File: src/rtl/puf_pkg.sv
// Shared definitions for the ring-oscillator PUF evaluator.
//   state_e        : evaluator FSM states
//   LFSR_TAPS      : tap mask for x^16+x^14+x^13+x^11+1 (bits 15,13,12,10)
//   LFSR_ZERO_SEED : substitute seed when the challenge is all zeros
//   SETTLE_CYCLES  : synchroniser flush time after a new RO pair is selected
//   lfsr_step()    : one left shift of the Fibonacci LFSR, feedback into bit 0
package puf_pkg;

   typedef enum logic [2:0] {
      ST_IDLE,
      ST_SEL,
      ST_SETTLE,
      ST_MEASURE,
      ST_CMP,
      ST_DONE
   } state_e;

   localparam logic [15:0] LFSR_TAPS      = 16'hB400;
   localparam logic [15:0] LFSR_ZERO_SEED = 16'hACE1;
   localparam int unsigned SETTLE_CYCLES  = 2;

   function automatic logic [15:0] lfsr_step(input logic [15:0] s);
      return {s[14:0], ^(s & LFSR_TAPS)};
   endfunction

endpackage

File: src/rtl/ro_edge_counter.sv
// Rising-edge counter for one asynchronous RO signal.
//   clk, rst_n : system clock, asynchronous active-low reset
//   ro_i       : asynchronous oscillator input (already muxed)
//   clr_i      : synchronous clear of the count
//   en_i       : count enable (measurement window)
//   cnt_o      : saturating edge count
module ro_edge_counter #(
   parameter int unsigned CNT_W = 16
) (
   input  logic             clk,
   input  logic             rst_n,
   input  logic             ro_i,
   input  logic             clr_i,
   input  logic             en_i,
   output logic [CNT_W-1:0] cnt_o
);

   // sync_q[0..1] form the 2-flop synchroniser, sync_q[2] holds the previous sample
   logic [2:0]       sync_q;
   logic [CNT_W-1:0] cnt_q, cnt_d;
   logic             rise;

   assign rise = sync_q[1] & ~sync_q[2];

   always_comb begin
      cnt_d = cnt_q;
      if (clr_i) begin
         cnt_d = '0;
      end else if (en_i && rise && (cnt_q != '1)) begin
         cnt_d = cnt_q + CNT_W'(1);
      end
   end

   always_ff @(posedge clk or negedge rst_n) begin
      if (!rst_n) begin
         sync_q <= '0;
         cnt_q  <= '0;
      end else begin
         sync_q <= {sync_q[1:0], ro_i};
         cnt_q  <= cnt_d;
      end
   end

   assign cnt_o = cnt_q;

endmodule

File: src/rtl/ro_puf_eval.sv
// Ring-oscillator PUF evaluator. For each response bit an LFSR (seeded by the
// challenge) picks an RO pair, both ROs are edge-counted over a win_len-cycle
// window, and the counts are compared.
//   clk, rst_n          : system clock, asynchronous active-low reset
//   start               : begin evaluation (accepted in IDLE only)
//   challenge, win_len  : LFSR seed and window length, latched on accepted start
//   ro_in               : asynchronous RO outputs
//   busy, done          : evaluation in progress / one-cycle completion pulse
//   response, tie_mask  : per-bit result (a > b) and equal-count flags
//   dbg_cnt_a/b         : counts of the most recently compared pair
module ro_puf_eval
   import puf_pkg::*;
#(
   parameter int unsigned N_RO      = 16,
   parameter int unsigned CNT_W     = 16,
   parameter int unsigned WIN_W     = 16,
   parameter int unsigned RESP_BITS = 8
) (
   input  logic                 clk,
   input  logic                 rst_n,
   input  logic                 start,
   input  logic [15:0]          challenge,
   input  logic [WIN_W-1:0]     win_len,
   input  logic [N_RO-1:0]      ro_in,
   output logic                 busy,
   output logic                 done,
   output logic [RESP_BITS-1:0] response,
   output logic [RESP_BITS-1:0] tie_mask,
   output logic [CNT_W-1:0]     dbg_cnt_a,
   output logic [CNT_W-1:0]     dbg_cnt_b
);

   localparam int unsigned SEL_W = $clog2(N_RO);
   localparam int unsigned K_W   = (RESP_BITS > 1) ? $clog2(RESP_BITS) : 1;

   state_e               state_q, state_d;
   logic [15:0]          lfsr_q, lfsr_d;
   logic [WIN_W-1:0]     win_q, win_d;
   logic [WIN_W-1:0]     timer_q, timer_d;
   logic [K_W-1:0]       bit_q, bit_d;
   logic [SEL_W-1:0]     idx_a_q, idx_a_d;
   logic [SEL_W-1:0]     idx_b_q, idx_b_d;
   logic [RESP_BITS-1:0] resp_q, resp_d;
   logic [RESP_BITS-1:0] tie_q, tie_d;
   logic [CNT_W-1:0]     dbg_a_q, dbg_a_d;
   logic [CNT_W-1:0]     dbg_b_q, dbg_b_d;
   logic                 busy_q, busy_d;
   logic                 done_q, done_d;

   logic [SEL_W-1:0]     sel_a, sel_b_raw, sel_b;
   logic [SEL_W-1:0]     mux_a, mux_b;
   logic                 cnt_clr, cnt_en;
   logic [CNT_W-1:0]     cnt_a, cnt_b;

   // Pair chosen from the current LFSR value; equal indices are forced apart.
   assign sel_a     = lfsr_q[SEL_W-1:0];
   assign sel_b_raw = lfsr_q[2*SEL_W-1:SEL_W];
   assign sel_b     = (sel_b_raw == sel_a) ? sel_a + 1'b1 : sel_b_raw;

   // The muxes follow the new pair already during SEL so that the synchroniser
   // holds only samples of the new ROs by the time MEASURE starts.
   assign mux_a = (state_q == ST_SEL) ? sel_a : idx_a_q;
   assign mux_b = (state_q == ST_SEL) ? sel_b : idx_b_q;

   ro_edge_counter #(.CNT_W(CNT_W)) u_cnt_a (
      .clk   (clk),
      .rst_n (rst_n),
      .ro_i  (ro_in[mux_a]),
      .clr_i (cnt_clr),
      .en_i  (cnt_en),
      .cnt_o (cnt_a)
   );

   ro_edge_counter #(.CNT_W(CNT_W)) u_cnt_b (
      .clk   (clk),
      .rst_n (rst_n),
      .ro_i  (ro_in[mux_b]),
      .clr_i (cnt_clr),
      .en_i  (cnt_en),
      .cnt_o (cnt_b)
   );

   always_comb begin
      state_d = state_q;
      lfsr_d  = lfsr_q;
      win_d   = win_q;
      timer_d = timer_q;
      bit_d   = bit_q;
      idx_a_d = idx_a_q;
      idx_b_d = idx_b_q;
      resp_d  = resp_q;
      tie_d   = tie_q;
      dbg_a_d = dbg_a_q;
      dbg_b_d = dbg_b_q;
      busy_d  = busy_q;
      done_d  = 1'b0;
      cnt_clr = 1'b0;
      cnt_en  = 1'b0;

      unique case (state_q)
         ST_IDLE: begin
            if (start) begin
               lfsr_d  = (challenge == '0) ? LFSR_ZERO_SEED : challenge;
               win_d   = (win_len == '0) ? WIN_W'(1) : win_len;
               resp_d  = '0;
               tie_d   = '0;
               bit_d   = '0;
               busy_d  = 1'b1;
               state_d = ST_SEL;
            end
         end
         ST_SEL: begin
            idx_a_d = sel_a;
            idx_b_d = sel_b;
            cnt_clr = 1'b1;
            lfsr_d  = lfsr_step(lfsr_q);
            timer_d = '0;
            state_d = ST_SETTLE;
         end
         ST_SETTLE: begin
            if (timer_q == WIN_W'(SETTLE_CYCLES - 1)) begin
               timer_d = '0;
               state_d = ST_MEASURE;
            end else begin
               timer_d = timer_q + 1'b1;
            end
         end
         ST_MEASURE: begin
            cnt_en = 1'b1;
            if (timer_q == win_q - 1'b1) begin
               state_d = ST_CMP;
            end else begin
               timer_d = timer_q + 1'b1;
            end
         end
         ST_CMP: begin
            resp_d[bit_q] = (cnt_a > cnt_b);
            tie_d[bit_q]  = (cnt_a == cnt_b);
            dbg_a_d       = cnt_a;
            dbg_b_d       = cnt_b;
            if (bit_q == K_W'(RESP_BITS - 1)) begin
               state_d = ST_DONE;
            end else begin
               bit_d   = bit_q + 1'b1;
               state_d = ST_SEL;
            end
         end
         ST_DONE: begin
            done_d  = 1'b1;
            busy_d  = 1'b0;
            state_d = ST_IDLE;
         end
         default: begin
            state_d = ST_IDLE;
         end
      endcase
   end

   always_ff @(posedge clk or negedge rst_n) begin
      if (!rst_n) begin
         state_q <= ST_IDLE;
         lfsr_q  <= '0;
         win_q   <= '0;
         timer_q <= '0;
         bit_q   <= '0;
         idx_a_q <= '0;
         idx_b_q <= '0;
         resp_q  <= '0;
         tie_q   <= '0;
         dbg_a_q <= '0;
         dbg_b_q <= '0;
         busy_q  <= 1'b0;
         done_q  <= 1'b0;
      end else begin
         state_q <= state_d;
         lfsr_q  <= lfsr_d;
         win_q   <= win_d;
         timer_q <= timer_d;
         bit_q   <= bit_d;
         idx_a_q <= idx_a_d;
         idx_b_q <= idx_b_d;
         resp_q  <= resp_d;
         tie_q   <= tie_d;
         dbg_a_q <= dbg_a_d;
         dbg_b_q <= dbg_b_d;
         busy_q  <= busy_d;
         done_q  <= done_d;
      end
   end

   assign busy      = busy_q;
   assign done      = done_q;
   assign response  = resp_q;
   assign tie_mask  = tie_q;
   assign dbg_cnt_a = dbg_a_q;
   assign dbg_cnt_b = dbg_b_q;

endmodule

File: config.mk
export PLATFORM = sky130hd
export DESIGN_NAME = ro_puf_eval
export DESIGN_NICKNAME = d
export VERILOG_FILES = /design/src/rtl/puf_pkg.sv /design/src/rtl/ro_edge_counter.sv /design/src/rtl/ro_puf_eval.sv
export SDC_FILE = /design/constraint.sdc
export NUM_CORES = 1
export LEC_CHECK = 0
export CAP_MARGIN = 20
export CORE_ASPECT_RATIO = 0.9
export CORE_MARGIN = 2
export CORE_UTILIZATION = 50
export DETAILED_ROUTE_END_ITERATION = 7
export PLACE_DENSITY = 0.74
export SLEW_MARGIN = 0
export SYNTH_ARGS = -nofsm -noshare
export SYNTH_HDL_FRONTEND = slang
export SYNTH_HIERARCHICAL = 1
export SYNTH_SLANG_ARGS = --single-unit
File: constraint.sdc
create_clock -name clk -period 4.7 [get_ports clk]
set_input_delay 0.705 -clock clk [delete_from_list [all_inputs] [get_ports clk]]
set_output_delay 0.705 -clock clk [all_outputs]
set_load 0.01 [all_outputs]
==> metrics, run 1 <==
Reg2Reg Depth=8; Max VDD drop=0.291 mV; met2 WL post-DR=9060 µm; Final GP Congestion=0.864; share of cells above drive strength 1=6.55%; Cell Chain, Critical Path=or3_4, or4_4, or4_1, a22oi_1, nand4_1, nor4_4, nor3_1, o22ai_1; RSZ-0062 raised after global routing=no; setup ws final=1.23 ns; max layer used=met4; placed insts=1167; Post-Route WL=about 20000 µm; n_diodes=0; Setup CP Type=flop to flop; Setup crit end kind=flop; Iter 0 DRT Violations=around 520; Initial Util=~51%; Port Buf Inserts=100; first-pass GRT wire length=34200 µm; sequential share of the synthesized area=45.8%; clock buffer count from CTS=17; Slew headroom=28.2%; final cell count without fillers=1199; worst slack, placed=1.28 ns; Nets=1054; CTS tree=yes; Startpoint Class=flop; Fillers=1374; Design Area, Final=between 9000 and 10000 µm²; antenna viol nets, final=0; M1 WL=9650 µm; min-delay worst type=primary input to asynchronous set/reset pin; Top FF cell, synth=dfrtp_1; fin util=between 60% and 70%; P_leak=roughly 4.4 nW; io pins=between 100 and 150; final hold violations=0; Top delay family on crit path=simple AND/OR/NAND/NOR gates; detailed placer's ending HPWL=13700 µm; cts repair resizes=0; Async S/R FF share, synth=100%; crit path DAT=3.82 ns; WP buf/inv=0; slowest stage delay, CP=0.75 ns; yosys warns=6; largest net degree at the start of global routing=99; maximum clock rate=288 MHz; worst clock skew=0.00861 ns; period utilization=approximately three quarters; crit path max fanout=17; Core Area=16100 µm²; Root Driver=clkbuf_16; gr usage total=24.1%; count leader, synth=nand2_1; die height=~130 µm; # DRC=0; CTS Hold Bufs=0; post-synth top area share=45.8%; Setup Buffers After CTS=0; vias per cell=5.84; Post-synth EDFFs=0; Synth Instances=just under 900; total congestion overflow=0; most frequent cells after synthesis=nand2_1 (171), dfrtp_1 (150), o21ai_0 (49), a21oi_1 (44), inv_1 (39); Area after DPL=9340 µm²; Clock Tree Buf Depth=2; antenna violations before repair=0; Max-Cap Viols=0; vias post-DR=7007; wire length on met3=1130 µm; TNS Setup=0 ns; clock sink total=150; Final min period=3.47 ns; first drt pass iteration count=5; Synth area leader=dfrtp_1; vias in the first global route=a little under 7000; endpoints failing setup=0; H-tree Lvls=4; PD cells=approximately 430 nW/µm²; Clock Pin Slew Worst Setup and Hold Paths=0.06 ns; WP depth=8; Layout area overhead=21.8%; slowest CP cell=nor4_4; worst-skew pair later-pin latency=0.43 ns; fin. max-slew vios=0; Worst Tran Pin Value=1.08 ns; post-synthesis register bit count=150; Mapped Nets=970; Syn Area/Cell=9.16 µm²; Pwr Total=4.26 mW; Req. time, crit path=5.04 ns; synth unique cells=60; status=finished clean; WHS=0.364 ns; drt wl/cell=16.8 µm; mapped cell area=8200 µm²; top post-synthesis cells by area=dfrtp_1 (46%), nand2_1 (7.8%), mux2i_1 (4.1%), ha_1 (3.7%), o31ai_1 (3.1%); total die area=17400 µm²; Site Rows=between 40 and 50; Die Width=139 µm
==> final timing paths <==
path | to | slack [ns] | startpoint
setup / recovery | timer_q[10]$_DFFE_PN0P_ | 1.23 | win_q[5]$_DFFE_PN0P_
hold reg to reg | u_cnt_b/sync_q[1]$_DFF_PN0_ | 0.38 | u_cnt_b/sync_q[0]$_DFF_PN0_
setup reg to reg | timer_q[10]$_DFFE_PN0P_ | 1.23 | win_q[5]$_DFFE_PN0P_
min in group clk | u_cnt_b/sync_q[1]$_DFF_PN0_ | 0.38 | u_cnt_b/sync_q[0]$_DFF_PN0_
max in group asynchronous | tie_mask[6]$_DFFE_PN0P_ | 3.39 | rst_n
hold / removal | idx_a_q[3]$_DFF_PN0_ | 0.36 | rst_n
==> layout by cell type, fill, tap and decap left out, types with 5 or more instances in the layout <==
cell,n
or3_1,13
nand4_1,19
dfrtp_1,150
xnor2_1,17
nand2b_1,5
clkinvlp_4,5
nor2b_1,10
buf_4,10
and3_1,12
o21ai_1,13
o21ai_0,49
nor4b_1,6
clkbuf_16,17
nand3_1,22
or4_1,17
mux2i_1,34
and2_1,5
clkdlybuf4s50_1,99
nor3_1,19
a21oi_1,44
ha_1,24
a22oi_1,12
inv_1,39
xor2_1,9
o31ai_1,34
o22ai_1,7
nor4_1,20
bufinv_16,5
a21o_1,6
nand2_1,171
nor2_1,34
==> cell type report <==
class | instances | area (µm²) | area share, %
flip-flops and latches | 150 | 3750 | 37.6
repair buffers | 110 | 1080 | 10.8
well taps | 207 | 259 | 2.59
clock buffers | 19 | 453 | 4.53
clock inverters | 13 | 203 | 2.03
multi-input cells | 661 | 4100 | 41.0
inverters | 39 | 146 | 1.47
==> metal layers <==
metal  up-vias  GRT usage (%)
met5         -              0
met1      3353           35.2
met4         0           8.32
met3        32           4.60
met2       237           36.3
li1       3385              -
==> registers in the layout, indices dropped and copies added, names as in the netlist <==
signal and flops:
u_cnt_b/cnt_o 16, idx_b_q 4, timer_q 16, busy 1, bit_q 3, u_cnt_b/sync_q 3
state_q 3, dbg_cnt_b 16, u_cnt_a/cnt_o 16, lfsr_q 16, tie_mask 8, dbg_cnt_a 16
done 1, idx_a_q 4, u_cnt_a/sync_q 3, win_q 16, response 8
==> cells by family after synthesis <==
group / count (synthesis) / share of synthesized area (%)
flip-flops: 150 / 45.8
XOR/XNOR: 26 / 2.78
multiplexers: 39 / 4.97
adder cells (fa/ha/maj): 24 / 3.66
buffers and inverters: 84 / 4.32
AND/OR/NAND/NOR: 387 / 24.8
AO/OA/AOI/OAI: 185 / 13.7
==> report_power, final <==
group	internal (mW)	switching [mW]	total [mW]	leakage (nW)
combinational	0.483	0.534	1.02	2.15
clock	0.966	0.540	1.51	0.307
sequential	1.50	0.242	1.74	1.92
total	2.95	1.32	4.26	4.38
No activity file was read; power rests on OpenSTA's default activity.
==> run 2, diff against run 1 <==
- clock period: 4.7 -> 3.55 ns (I/O delays scaled with it)
==> run 2 against run 1 <==
  * Flip-flop and latch count unchanged
  * Sequential share of layout area down 0.18 points
  * Routed wire length down 3.4%
  * First-iteration DRC count down 12%
  * Worst setup slack worse by 0.95 ns
  * Via count down 0.71%
  * Non-clock buffer count up 4
  * Global-route usage down 0.71 points
  * Worst hold slack worse by 0.28 ns
  * Core utilization up 0.30 points
  * Critical path depth unchanged
  * Cell area up 0.48%
  * Critical endpoint is now timer_q[5]$_DFFE_PN0P_
  * Largest cell class unchanged
==> metrics, run 2 (synthesized netlist as in run 1, its figures left out) <==
Register Area=3750 µm²; Internal Power=3.92 mW; Reg2Reg Depth=8; status=finished clean; detailed placer's ending HPWL=13500 µm; Iter 0 DRT Violations=about 460; layer carrying the most global-route usage=met2; maximum clock rate=305 MHz; Clk pwr share=35.1%; antenna viol nets, final=0; Clock Tree Buf Depth=2; antenna violations before repair=0; clock buffer count from CTS=17; Max-Cap Viols=0; switching pwr=1.72 mW; P_leak=4.42 nW; Post-Route WL=~20000 µm; largest net degree at the start of global routing=89; H-tree Lvls=4; commonest non-fill, non-tap cell in the layout=nand2_1; Die Width=139 µm; reg2reg end=timer_q[5]$_DFFE_PN0P_; worst clock skew=0.00901 ns; met2 Use GR=35.2%; Port Buf Inserts=100; vias per cell=roughly 5.8; vias in the first global route=just under 7000; multi-input combinational cell area=a little over 4000 µm²; share of cells above drive strength 1=6.93%; vias post-DR=around 7000; io pins=101; Layout area overhead=22.4%; Sw Share=30.5%; period utilization=a little over 90%; clock sink total=150; Root Driver=clkbuf_16; Startpoint Class=flop; Setup Buffers After CTS=0; first-pass GRT wire length=33700 µm; Final min period=between 3 and 4 ns; Fillers=1380; Req. time, crit path=slightly below 4 ns; met3 Use GR=5.13%; drt wl/cell=roughly 16 µm; RR Startpoint=win_q[1]$_DFFE_PN0P_; met1 usage=34.6%; Site Rows=44; die height=126 µm; combinational share of power=24.2%; fin. max-slew vios=0; crit path DAT=3.59 ns; Clock Pin Slew Worst Setup and Hold Paths=0.06 ns; Initial Util=about half; internal reg-to-reg setup slack=0.27 ns; worst-skew pair later-pin latency=0.43 ns; first drt pass iteration count=7; PD cells=563 nW/µm²; TNS Setup=0 ns; CTS tree=yes; min-delay worst type=primary input to asynchronous set/reset pin; Nets=1058; RSZ-0062 raised after global routing=no; Setup CP Type=flop to flop; Max VDD drop=0.420 mV; # DRC=0; Worst Tran Pin Value=approximately 0.94 ns; Setup crit end kind=flop; Slew headroom=37.1%; gr usage total=a little under a quarter; crit path max fanout=9; final hold violations=0; Final GP Congestion=0.878; total congestion overflow=0; sequential share of power=40.8%; total die area=17400 µm²; commonest cells after routing, fill and taps aside=nand2_1 (171), dfrtp_1 (150), clkdlybuf4s50_1 (99), o21ai_0 (49), a21oi_1 (44); Core Area=roughly 16000 µm²; fin util=62.5%; endpoints failing setup=0; n_diodes=0
## run 2: cell count changes in the layout (fill, tap and decap cells not counted)
cell,change
buf_4,+3
clkinv_4,+2
or4_4,+1
clkbuf_1,+1
or4_1,-1
clkinv_2,-1
buf_12,+1
clkinvlp_4,-2
## run 2: repair_timing
| item | 4_1_cts | 5_1_grt |
|---|---|---|
| gates resized for setup | 0 | 1 |
| endpoints found under the setup margin | 0 | 9 |
| hold buffers | 0 | 0 |
## run 2: how the worst max path moves through the flow
| stage | cells after the start | end | slack [ns] | start |
|---|---|---|---|---|
| CTS | 8 | timer_q[5]$_DFFE_PN0P_ | 0.15 | win_q[1]$_DFFE_PN0P_ |
| finish | 8 | timer_q[5]$_DFFE_PN0P_ | 0.27 | win_q[1]$_DFFE_PN0P_ |
| global placement | 8 | timer_q[5]$_DFFE_PN0P_ | 0.23 | win_q[0]$_DFFE_PN0P_ |
| detailed placement | 8 | timer_q[5]$_DFFE_PN0P_ | 0.17 | win_q[0]$_DFFE_PN0P_ |
| global route | 9 | timer_q[13]$_DFFE_PN0P_ | 0.05 | win_q[2]$_DFFE_PN0P_ |
| floorplan | 10 | timer_q[5]$_DFFE_PN0P_ | 0.45 | win_q[5]$_DFFE_PN0P_ |
## run 2: metal layers
metal  vias up  share of wire, %
met2       227                44
met1      3318                49
met3        21               5.9
li1       3391                 -
met4         0               1.3
met5         -                 0
## run 2: cell type report
cell class | instances | area share (%)
Multi-Input combinational cell | 661 | 40.9
Sequential cell | 150 | 37.4
Timing Repair Buffer | 114 | 11.2
Clock buffer | 20 | 4.55
Tap cell | 207 | 2.58
Clock inverter | 12 | 1.99
Inverter | 39 | 1.46
## run 2: through the flow
step                hold slack (ns)  setup slack [ns]  std cells  cell area [µm²]  total power, mW
CTS                           0.105             0.148       1203            10000             5.68
global placement              0.353             0.230       1171             9380             3.65
floorplan                     0.237             0.447        895             8200             3.22
global route                  0.125            0.0477       1203            10000             5.98
finish                       0.0874             0.272       1203            10000             5.65
detailed placement            0.350             0.171       1171             9380             3.69
## run 2: power by group through the flow
stage,Combinational (mW),Sequential (mW),Clock [mW]
after floorplan,0.994,2.23,0
after global placement,1.33,2.32,0
after detailed placement,1.36,2.32,0
after CTS,1.37,2.30,2.02
after global routing,1.54,2.35,2.09
final,1.36,2.30,1.98
## run 2: critical path: stages, from the launching register on
cell,delay [ns]
dfrtp_1,0.42
or4_1,0.55
or4_4,0.45
or4_1,0.48
a22oi_1,0.20
nand4_1,0.23
or4_4,0.55
nand3_4,0.18
o22ai_1,0.11
==> run 3, diff against run 2 <==
- GPL_ROUTABILITY_DRIVEN: not set -> 0
==> results of run 3 <==
The final DEF is identical to that of run 2; final timing and power are the same.
